File: src/rtl/pf_ddr4_wrlvl_pkg.sv
// Shared types and constants for the DDR4 DQSW write-leveling sequencer.
package pf_ddr4_wrlvl_pkg;

    typedef enum logic [3:0] {
        IDLE,
        LOAD,
        STROBE,
        SETTLE,
        SAMPLE,
        MOVE,
        MOVE_WAIT,
        DONE,
        ERR
    } wrlvl_state_t;

    localparam logic [1:0] DQS_PATTERN      = 2'b10;
    localparam logic [1:0] OE_ON            = 2'b11;
    localparam int         MOVE_WAIT_CYCLES = 2;

    function automatic logic majority3(input logic a, input logic b, input logic c);
        return (a & b) | (a & c) | (b & c);
    endfunction

endpackage

File: src/rtl/pf_ddr4_dqsw_wrlvl_ctrl.sv
// Write-leveling sweep for one DQSW lane: steps the DQS delay until DQ feedback shows 0->1.
// Optional DQSW_MAJORITY_VOTE_EN: three captures per tap, decided by 2-of-3 majority.
module pf_ddr4_dqsw_wrlvl_ctrl
    import pf_ddr4_wrlvl_pkg::*;
#(
    parameter logic [7:0] TAP_MAX       = 8'd127,
    parameter int         SETTLE_CYCLES = 16
) (
    input  logic       FAB_CLK,
    input  logic       ARST_N,
    input  logic       TRAIN_START,
    output logic       TRAIN_BUSY,
    output logic       TRAIN_DONE,
    output logic       TRAIN_ERR,
    output logic [7:0] TAP_COUNT,
    output logic [1:0] TX_DATA_0,
    output logic [1:0] OE_DATA_0,
    output logic       ODT_EN_0,
    output logic       DELAY_LINE_LOAD_0,
    output logic       DELAY_LINE_MOVE_0,
    output logic       DELAY_LINE_DIRECTION_0,
    input  logic       DELAY_LINE_OUT_OF_RANGE_0,
    input  logic [1:0] RX_DATA_0
);

    localparam int SW = (SETTLE_CYCLES > 1) ? $clog2(SETTLE_CYCLES) : 1;
    localparam int WW = 1;

    wrlvl_state_t    state;
    logic [SW-1:0]   settle_cnt;
    logic [WW-1:0]   wait_cnt;
    logic            prev_sample;
    logic            sample_bit;
    logic            unused_rx;

    assign ODT_EN_0  = 1'b0;
    assign unused_rx = RX_DATA_0[1];

`ifdef DQSW_MAJORITY_VOTE_EN
    logic [1:0] vote_cnt;
    logic [1:0] votes;
    assign sample_bit = majority3(votes[0], votes[1], RX_DATA_0[0]);
`else
    assign sample_bit = RX_DATA_0[0];
`endif

    // Outputs are registered: each transition sets the values the next state presents.
    always_ff @(posedge FAB_CLK or negedge ARST_N) begin
        if (!ARST_N) begin
            state                  <= IDLE;
            settle_cnt             <= '0;
            wait_cnt               <= '0;
            prev_sample            <= 1'b1;
            TRAIN_BUSY             <= 1'b0;
            TRAIN_DONE             <= 1'b0;
            TRAIN_ERR              <= 1'b0;
            TAP_COUNT              <= 8'd0;
            TX_DATA_0              <= 2'b00;
            OE_DATA_0              <= 2'b00;
            DELAY_LINE_LOAD_0      <= 1'b0;
            DELAY_LINE_MOVE_0      <= 1'b0;
            DELAY_LINE_DIRECTION_0 <= 1'b0;
`ifdef DQSW_MAJORITY_VOTE_EN
            vote_cnt               <= 2'd0;
            votes                  <= 2'b00;
`endif
        end else begin
            TRAIN_DONE             <= 1'b0;
            TX_DATA_0              <= 2'b00;
            OE_DATA_0              <= 2'b00;
            DELAY_LINE_LOAD_0      <= 1'b0;
            DELAY_LINE_MOVE_0      <= 1'b0;
            DELAY_LINE_DIRECTION_0 <= 1'b0;
            case (state)
                IDLE: begin
                    if (TRAIN_START) begin
                        state             <= LOAD;
                        TAP_COUNT         <= 8'd0;
                        prev_sample       <= 1'b1;
                        TRAIN_ERR         <= 1'b0;
                        TRAIN_BUSY        <= 1'b1;
                        DELAY_LINE_LOAD_0 <= 1'b1;
`ifdef DQSW_MAJORITY_VOTE_EN
                        vote_cnt          <= 2'd0;
`endif
                    end
                end
                LOAD: begin
                    state     <= STROBE;
                    TX_DATA_0 <= DQS_PATTERN;
                    OE_DATA_0 <= OE_ON;
                end
                STROBE: begin
                    state      <= SETTLE;
                    settle_cnt <= SW'(SETTLE_CYCLES - 1);
                end
                SETTLE: begin
                    if (settle_cnt == '0) begin
                        state <= SAMPLE;
                    end else begin
                        settle_cnt <= settle_cnt - 1'b1;
                    end
                end
                SAMPLE: begin
`ifdef DQSW_MAJORITY_VOTE_EN
                    if (vote_cnt != 2'd2) begin
                        votes[vote_cnt[0]] <= RX_DATA_0[0];
                        vote_cnt           <= vote_cnt + 2'd1;
                        state              <= STROBE;
                        TX_DATA_0          <= DQS_PATTERN;
                        OE_DATA_0          <= OE_ON;
                    end else
`endif
                    // A 1 seen before any 0 is not an edge; prev_sample starts at 1 for that reason.
                    begin
                        if (!prev_sample && sample_bit) begin
                            state      <= DONE;
                            TRAIN_DONE <= 1'b1;
                        end else if (TAP_COUNT == TAP_MAX || DELAY_LINE_OUT_OF_RANGE_0) begin
                            state     <= ERR;
                            TRAIN_ERR <= 1'b1;
                        end else begin
                            prev_sample            <= sample_bit;
                            state                  <= MOVE;
                            DELAY_LINE_MOVE_0      <= 1'b1;
                            DELAY_LINE_DIRECTION_0 <= 1'b1;
                        end
                    end
                end
                MOVE: begin
                    state    <= MOVE_WAIT;
                    wait_cnt <= WW'(MOVE_WAIT_CYCLES - 1);
`ifdef DQSW_MAJORITY_VOTE_EN
                    vote_cnt <= 2'd0;
`endif
                end
                MOVE_WAIT: begin
                    if (wait_cnt == '0) begin
                        TAP_COUNT <= TAP_COUNT + 8'd1;
                        state     <= STROBE;
                        TX_DATA_0 <= DQS_PATTERN;
                        OE_DATA_0 <= OE_ON;
                    end else begin
                        wait_cnt <= wait_cnt - 1'b1;
                    end
                end
                DONE: begin
                    state      <= IDLE;
                    TRAIN_BUSY <= 1'b0;
                end
                ERR: begin
                    state      <= IDLE;
                    TRAIN_BUSY <= 1'b0;
                end
                default: begin
                    state      <= IDLE;
                    TRAIN_BUSY <= 1'b0;
                end
            endcase
        end
    end

endmodule

File: config.mk
export PLATFORM = sky130hd
export DESIGN_NAME = pf_ddr4_dqsw_wrlvl_ctrl
export DESIGN_NICKNAME = d
export VERILOG_FILES = /design/src/rtl/pf_ddr4_wrlvl_pkg.sv /design/src/rtl/pf_ddr4_dqsw_wrlvl_ctrl.sv
export SDC_FILE = /design/constraint.sdc
export NUM_CORES = 1
export LEC_CHECK = 0
export CAP_MARGIN = 20
export CORE_ASPECT_RATIO = 2
export CORE_MARGIN = 4
export CORE_UTILIZATION = 25
export DETAILED_ROUTE_END_ITERATION = 10
export GPL_ROUTABILITY_DRIVEN = 0
export PLACE_DENSITY_LB_ADDON = 0.1
export SETUP_SLACK_MARGIN = 0.3
export SLEW_MARGIN = 20
export SYNTH_ARGS = -nofsm -noshare
export SYNTH_HDL_FRONTEND = slang
export SYNTH_SLANG_ARGS = --single-unit
File: constraint.sdc
create_clock -name FAB_CLK -period 1.7 [get_ports FAB_CLK]
set_input_delay 0.255 -clock FAB_CLK [delete_from_list [all_inputs] [get_ports FAB_CLK]]
set_output_delay 0.255 -clock FAB_CLK [all_outputs]
set_load 0.02 [all_outputs]
Word level (Yosys, flattened, before mapping)

Cells that the tools add are included.

Logic and storage cells: 79
Register bits: 27
Input port bits: 6
Output and inout port bits: 19

Equality and inequality tests: 14
$add $sub $neg: 3
Bitwise gates (word level): 1
Muxes and demuxes: 33
Reduce and logical (&&, ||, !) cells: 16

Operators with widths:

| cell                                                                  | count |
|---|---|
| 4-bit case mux with 7 select lines                                    | 1 |
| 4-bit 2-to-1 mux                                                      | 6 |
| 8-bit 2-to-1 mux                                                      | 2 |
| 8-bit case mux with 2 select lines                                    | 1 |
| 1-bit 2-to-1 mux                                                      | 14 |
| 2-bit != test, second input constant                                  | 7 |
| 4-bit by 3-bit equality test with 1-bit output, second input constant | 3 |
| 8-bit by 1-bit adder with 8-bit output, second input constant         | 1 |
| 4-bit by 2-bit equality test with 1-bit output, second input constant | 2 |
| 8-bit by 7-bit equality test with 1-bit output, second input constant | 1 |
| 4-bit logical NOT                                                     | 2 |
| 1-bit case mux with 2 select lines                                    | 4 |
| 2-bit case mux with 2 select lines                                    | 2 |
| 4-bit case mux with 2 select lines                                    | 1 |
| 4-bit AND reduction                                                   | 2 |
| 2-bit nonzero test                                                    | 4 |
| 3-bit AND reduction                                                   | 2 |
| 6-bit OR reduction                                                    | 1 |
| 4-bit by 1-bit equality test with 1-bit output, second input constant | 1 |
| 2-bit 2-to-1 mux                                                      | 2 |
| 2-bit AND reduction                                                   | 2 |
| 4-bit by 1-bit subtractor with 4-bit output, second input constant    | 1 |
| 1-bit logical AND                                                     | 1 |
| 1-bit logical NOT                                                     | 1 |
| 3 further kinds                                                       | 3 |

Longest topological paths before layout

Depth in word-level cells: 5
Depth in mapped cells: 6
Mapped depth without buffers: 6

Worst setup path before layout

No wires, ideal clock.

Kind: register -> register
Start point: register TAP_COUNT[0]
End point: register state[0]
Setup time: 149 ps
Required time: 1551 ps
Slack: 128 ps
Period minus slack after synthesis: 1572 ps
Arrival time: 1424 ps
Stages on the path, launching flop included: 6
Buffers on the path: 0
Cells stage by stage: dfrtp_1 > ha_1 > nand2_1 > o311ai_1 > a21boi_1 > o21ai_1

Longest elaborated chain between the ends: 5

Ends and longest elaborated chain:

| what                                           | line                           | text |
|---|---|---|
| from (decl)                                    | pf_ddr4_dqsw_wrlvl_ctrl.sv:15  | `output logic [7:0] TAP_COUNT,` |
| from (signal assigned)                         | pf_ddr4_dqsw_wrlvl_ctrl.sv:139 | `TAP_COUNT <= TAP_COUNT + 8'd1;` |
| 8-bit by 7-bit equality test with 1-bit output | pf_ddr4_dqsw_wrlvl_ctrl.sv:119 | `end else if (TAP_COUNT == TAP_MAX \|\| DELAY_LINE_OUT_OF_RANGE_0) begin` |
| 1-bit logical OR                               | pf_ddr4_dqsw_wrlvl_ctrl.sv:119 |  |
| 4-bit 2-to-1 mux                               | pf_ddr4_dqsw_wrlvl_ctrl.sv:119 |  |
| 4-bit 2-to-1 mux                               | pf_ddr4_dqsw_wrlvl_ctrl.sv:116 | `if (!prev_sample && sample_bit) begin` |
| 4-bit case mux with 7 select lines             | pf_ddr4_dqsw_wrlvl_ctrl.sv:74  | `case (state)` |
| to (signal assigned)                           | pf_ddr4_dqsw_wrlvl_ctrl.sv:77  | `state <= LOAD;` |
| to (signal assigned)                           | pf_ddr4_dqsw_wrlvl_ctrl.sv:117 | `state <= DONE;` |
| to (signal assigned)                           | pf_ddr4_dqsw_wrlvl_ctrl.sv:120 | `state <= ERR;` |
| to (decl)                                      | pf_ddr4_dqsw_wrlvl_ctrl.sv:29  | `wrlvl_state_t state;` |

No other way between the ends.
A chain may end at the register's enable or synchronous reset.

Worst setup path after layout

Start point: register state[2]
End point: register TAP_COUNT[6]

Longest elaborated chain between the ends: 3
Elaborated cells on any way between the ends: 7
Those cells by class: eq/ne (3); mux (1); reduce/logical (3)

Ends and longest elaborated chain:

| what                                                                                | line                          | text |
|---|---|---|
| from (signal assigned)                                                              | pf_ddr4_dqsw_wrlvl_ctrl.sv:50 | `state <= IDLE;` |
| from (signal assigned)                                                              | pf_ddr4_dqsw_wrlvl_ctrl.sv:77 |  |
| from (signal assigned)                                                              | pf_ddr4_dqsw_wrlvl_ctrl.sv:89 | `state <= STROBE;` |
| 4-bit by 3-bit equality test with 1-bit output or 4-bit logical NOT (tied branches) | pf_ddr4_dqsw_wrlvl_ctrl.sv:74 |  |
| 2-bit != test (no source line) or 2-bit nonzero test (tied branches)                | --                            |  |
| 3-bit AND reduction (no source line)                                                | --                            |  |

Parallel ways exist; a longest one is shown, timed or not.

==> flow_summary_export.csv <==
group,metric,value,unit
sta,final-max-slew-violation-count,0,
clocking,htree_num_levels,1,
synth,yosysMostFrequentCell,"dfrtp_1",
outcome,status,"completed",
clocking,clk_path_buf_depth,2,
drt,num_vias,1225,
global_route,grt_pass1_wl,5850,microns
synth,synth_cells,130,
critical_path,r2r_slack,0.15,ns
clocking,cts-buffers-inserted,3,
cells_and_area,drive_gt1_share,46.0,%
synth,ys_top_cells_by_area,"dfrtp_1 44%, nand2_1 3.2%, buf_4 2.9%",
sta,setup_viol,0,
critical_path,path_class,"reg -> reg",
critical_path,setup.worst_path.start_class,"register",
cells_and_area,nets,196,
place,portBuffers,21,
sta,period_share,91.2,%
cells_and_area,diodes,0,
floorplan,initial_core_util,25.6,%
clocking,cts.root.buffer_cell,"clkbuf_8",
floorplan,fp.dieW,59.1,microns
synth,synth_top_area_share,44.1,%
drt,drtIter0Drc,39,
critical_path,cp.arrival,1.75,ns
floorplan,rows,37,
floorplan,io_pins,25,
cells_and_area,stdcell_count,245,
clocking,cts_tree,"done",
drt,routedWlPerCell,15.5,microns
sta,rsz0062_at_grt,"yes",
synth,avgSynthCellArea,10.0,sq um
clocking,clock_sinks,24,
synth,synth_edf_count,0,
synth,synth_warnings,0,
drt,drc,0,
global_route,grt_use_total,11.9,%
global_route,antenna_found_initial,0,
critical_path,end_kind,"register",
synth,synth-main-ff-cell,"dfrtp_1",
synth,netlist_top_cells_count,"23 x dfrtp_1, 11 x nand2_1, 10 x nor2_1",
sta,setup_slack,0.150,ns
drt,totalWireLength,3800,microns
floorplan,die_area,6500,sq um
drt,ant_nets,0,
synth,seq_area_frac_synth,46.2,%
sta,max_freq,645,MHz
drt,viasPerCell,5.00,
critical_path,crit_fanout,5,
pwr,p_leak,0.986,nW
drt,dr.pass1.iters,4,
synth,synth_area,1300,sq um
critical_path,worstPathRequired,1.90,ns
floorplan,die_h,110,microns
pwr,ir_drop,784,uV
place,dp_slack,-0.123,ns
synth,synth_cell_types,51,
clocking,clk_latency,0.27,ns
global_route,grt_max_degree,25,
pwr,power_density,1500,nW/um^2
critical_path,crit_start,"state[2]$_DFFE_PN0P_",
synth,ys_ff_latch,24,
min_path,hold_path_class,"in -> async",
critical_path,r2r-start,"state[2]$_DFFE_PN0P_",
sta,fin_skew,0.00309,ns
sta,min_period,1.55,ns
place,dpl.hpwl,2490,microns
flow_run,drv_cap,0,
place,place_inst,212,
clocking,path_clk_slew,0.10,ns
global_route,overflow,0,
global_route,grt_pass1_vias,1248,
cells_and_area,area_delta_synth_final,61.3,%
synth,synth_top_area_cell,"dfrtp_1",
sta,hold_violations,0,
synth,async_reset_ff_share,100,%
floorplan,core-area,5090,sq um
==> layer usage <==
metal	vias to the layer above	global-route usage [%]	part of all wire (%)
met5	-	0	0
met4	0	6.16	2.7
met3	8	2.10	3.1
met2	28	22.7	60
met1	618	11.7	34
li1	571	-	-
==> layout make-up <==
| type | instances | area [sq um] |
|---|---|---|
| fill | 529 | 2990 |
| clock buffer | 3 | 41.3 |
| clock inverter | 1 | 30.0 |
| timing repair buffer | 62 | 547 |
| inverter | 6 | 27.5 |
| sequential | 24 | 612 |
| tap | 58 | 72.6 |
| multi-input combinational | 91 | 773 |
==> report_power, final <==
group          internal, W  switching, W  leakage, nW
sequential        0.000731      0.000198        0.288
clock             0.000315      0.000205       0.0357
combinational     0.000899      0.000804        0.662
==> worst paths after layout <==
kind | end | depth (start not counted)
worst min-delay path | TAP_COUNT[2]$_DFFE_PN0P_ | 2
worst max-delay path | TAP_COUNT[6]$_DFFE_PN0P_ | 5
min in group FAB_CLK | prev_sample$_DFFE_PN1P_ | 2
max in group asynchronous | prev_sample$_DFFE_PN1P_ | 2
worst max register to register | TAP_COUNT[6]$_DFFE_PN0P_ | 5
worst min register to register | prev_sample$_DFFE_PN1P_ | 2
==> stage by stage <==
stage / area, sq um / TNS [ns] / hold WS, ns / total power [W] / utilization [%]
5_1_grt: 2100 / 0 / 0.354 / 0.00335 / 41.3
3_3_place_gp: 1660 / -0.398 / 0.470 / 0.00215 / 32.7
2_1_floorplan: 1340 / 0 / -0.0406 / 0.00169 / -
3_5_place_dp: 1660 / -0.420 / 0.480 / 0.00217 / 32.7
4_1_cts: 1910 / 0 / 0.353 / 0.00289 / 37.5
6_report: 2100 / 0 / 0.338 / 0.00315 / 41.3
==> worst max-delay path, stage by stage (launching register included) <==
cell and delay [ns]:
dfrtp_1 0.42, buf_12 0.15, nor3b_4 0.28, o21ai_4 0.08
or4_4 0.42, a21oi_2 0.13
==> cells by family (layout without fill, tap and decap cells) <==
kind of cell,after synthesis,count (layout),synth area share (%)
simple gates,47,47,21.7
compound gates,35,35,19.7
flops,24,24,46.2
buf+inv,16,72,6.81
xor+xnor,4,4,2.69
fa+ha+maj,2,2,1.92
other cells,1,2,0.288
mux,1,1,0.768
==> timing repair <==
| item | CTS | global route |
|---|---|---|
| resized for setup | 35 | 22 |
| setup buffers | 18 | 11 |
| pin swaps | 10 | 11 |
| hold buffers | 0 | 0 |
| setup endpoints to repair | 33 | 19 |
==> flip-flops by register name (all words and copies together) (netlist names) <==
name / cells
DELAY_LINE_DIRECTION_0: 1
DELAY_LINE_LOAD_0: 1
OE_DATA_0: 1
TAP_COUNT: 8
TRAIN_BUSY: 1
TRAIN_DONE: 1
TRAIN_ERR: 1
prev_sample: 1
settle_cnt: 4
state: 4
wait_cnt: 1
==> cell usage in the layout (no fill, tap or decap), drive strengths merged, types with 2 or more instances in the layout <==
cell and n:
or4 2, a21oi 6, clkdlybuf4s50 3, inv 6, o311ai 2, nor3b 2, and3 3, ha 2
xor2 3, dfrtp 23, conb 2, o21ai 13, o211ai 3, o31ai 2, nand2b 3, nor2 11
buf 41, clkbuf 3, nand3b 2, or3 3, dlygate4sd2 17, nor4 2, nand4 2, nand2 11
Power figures use the tool's default switching activity.
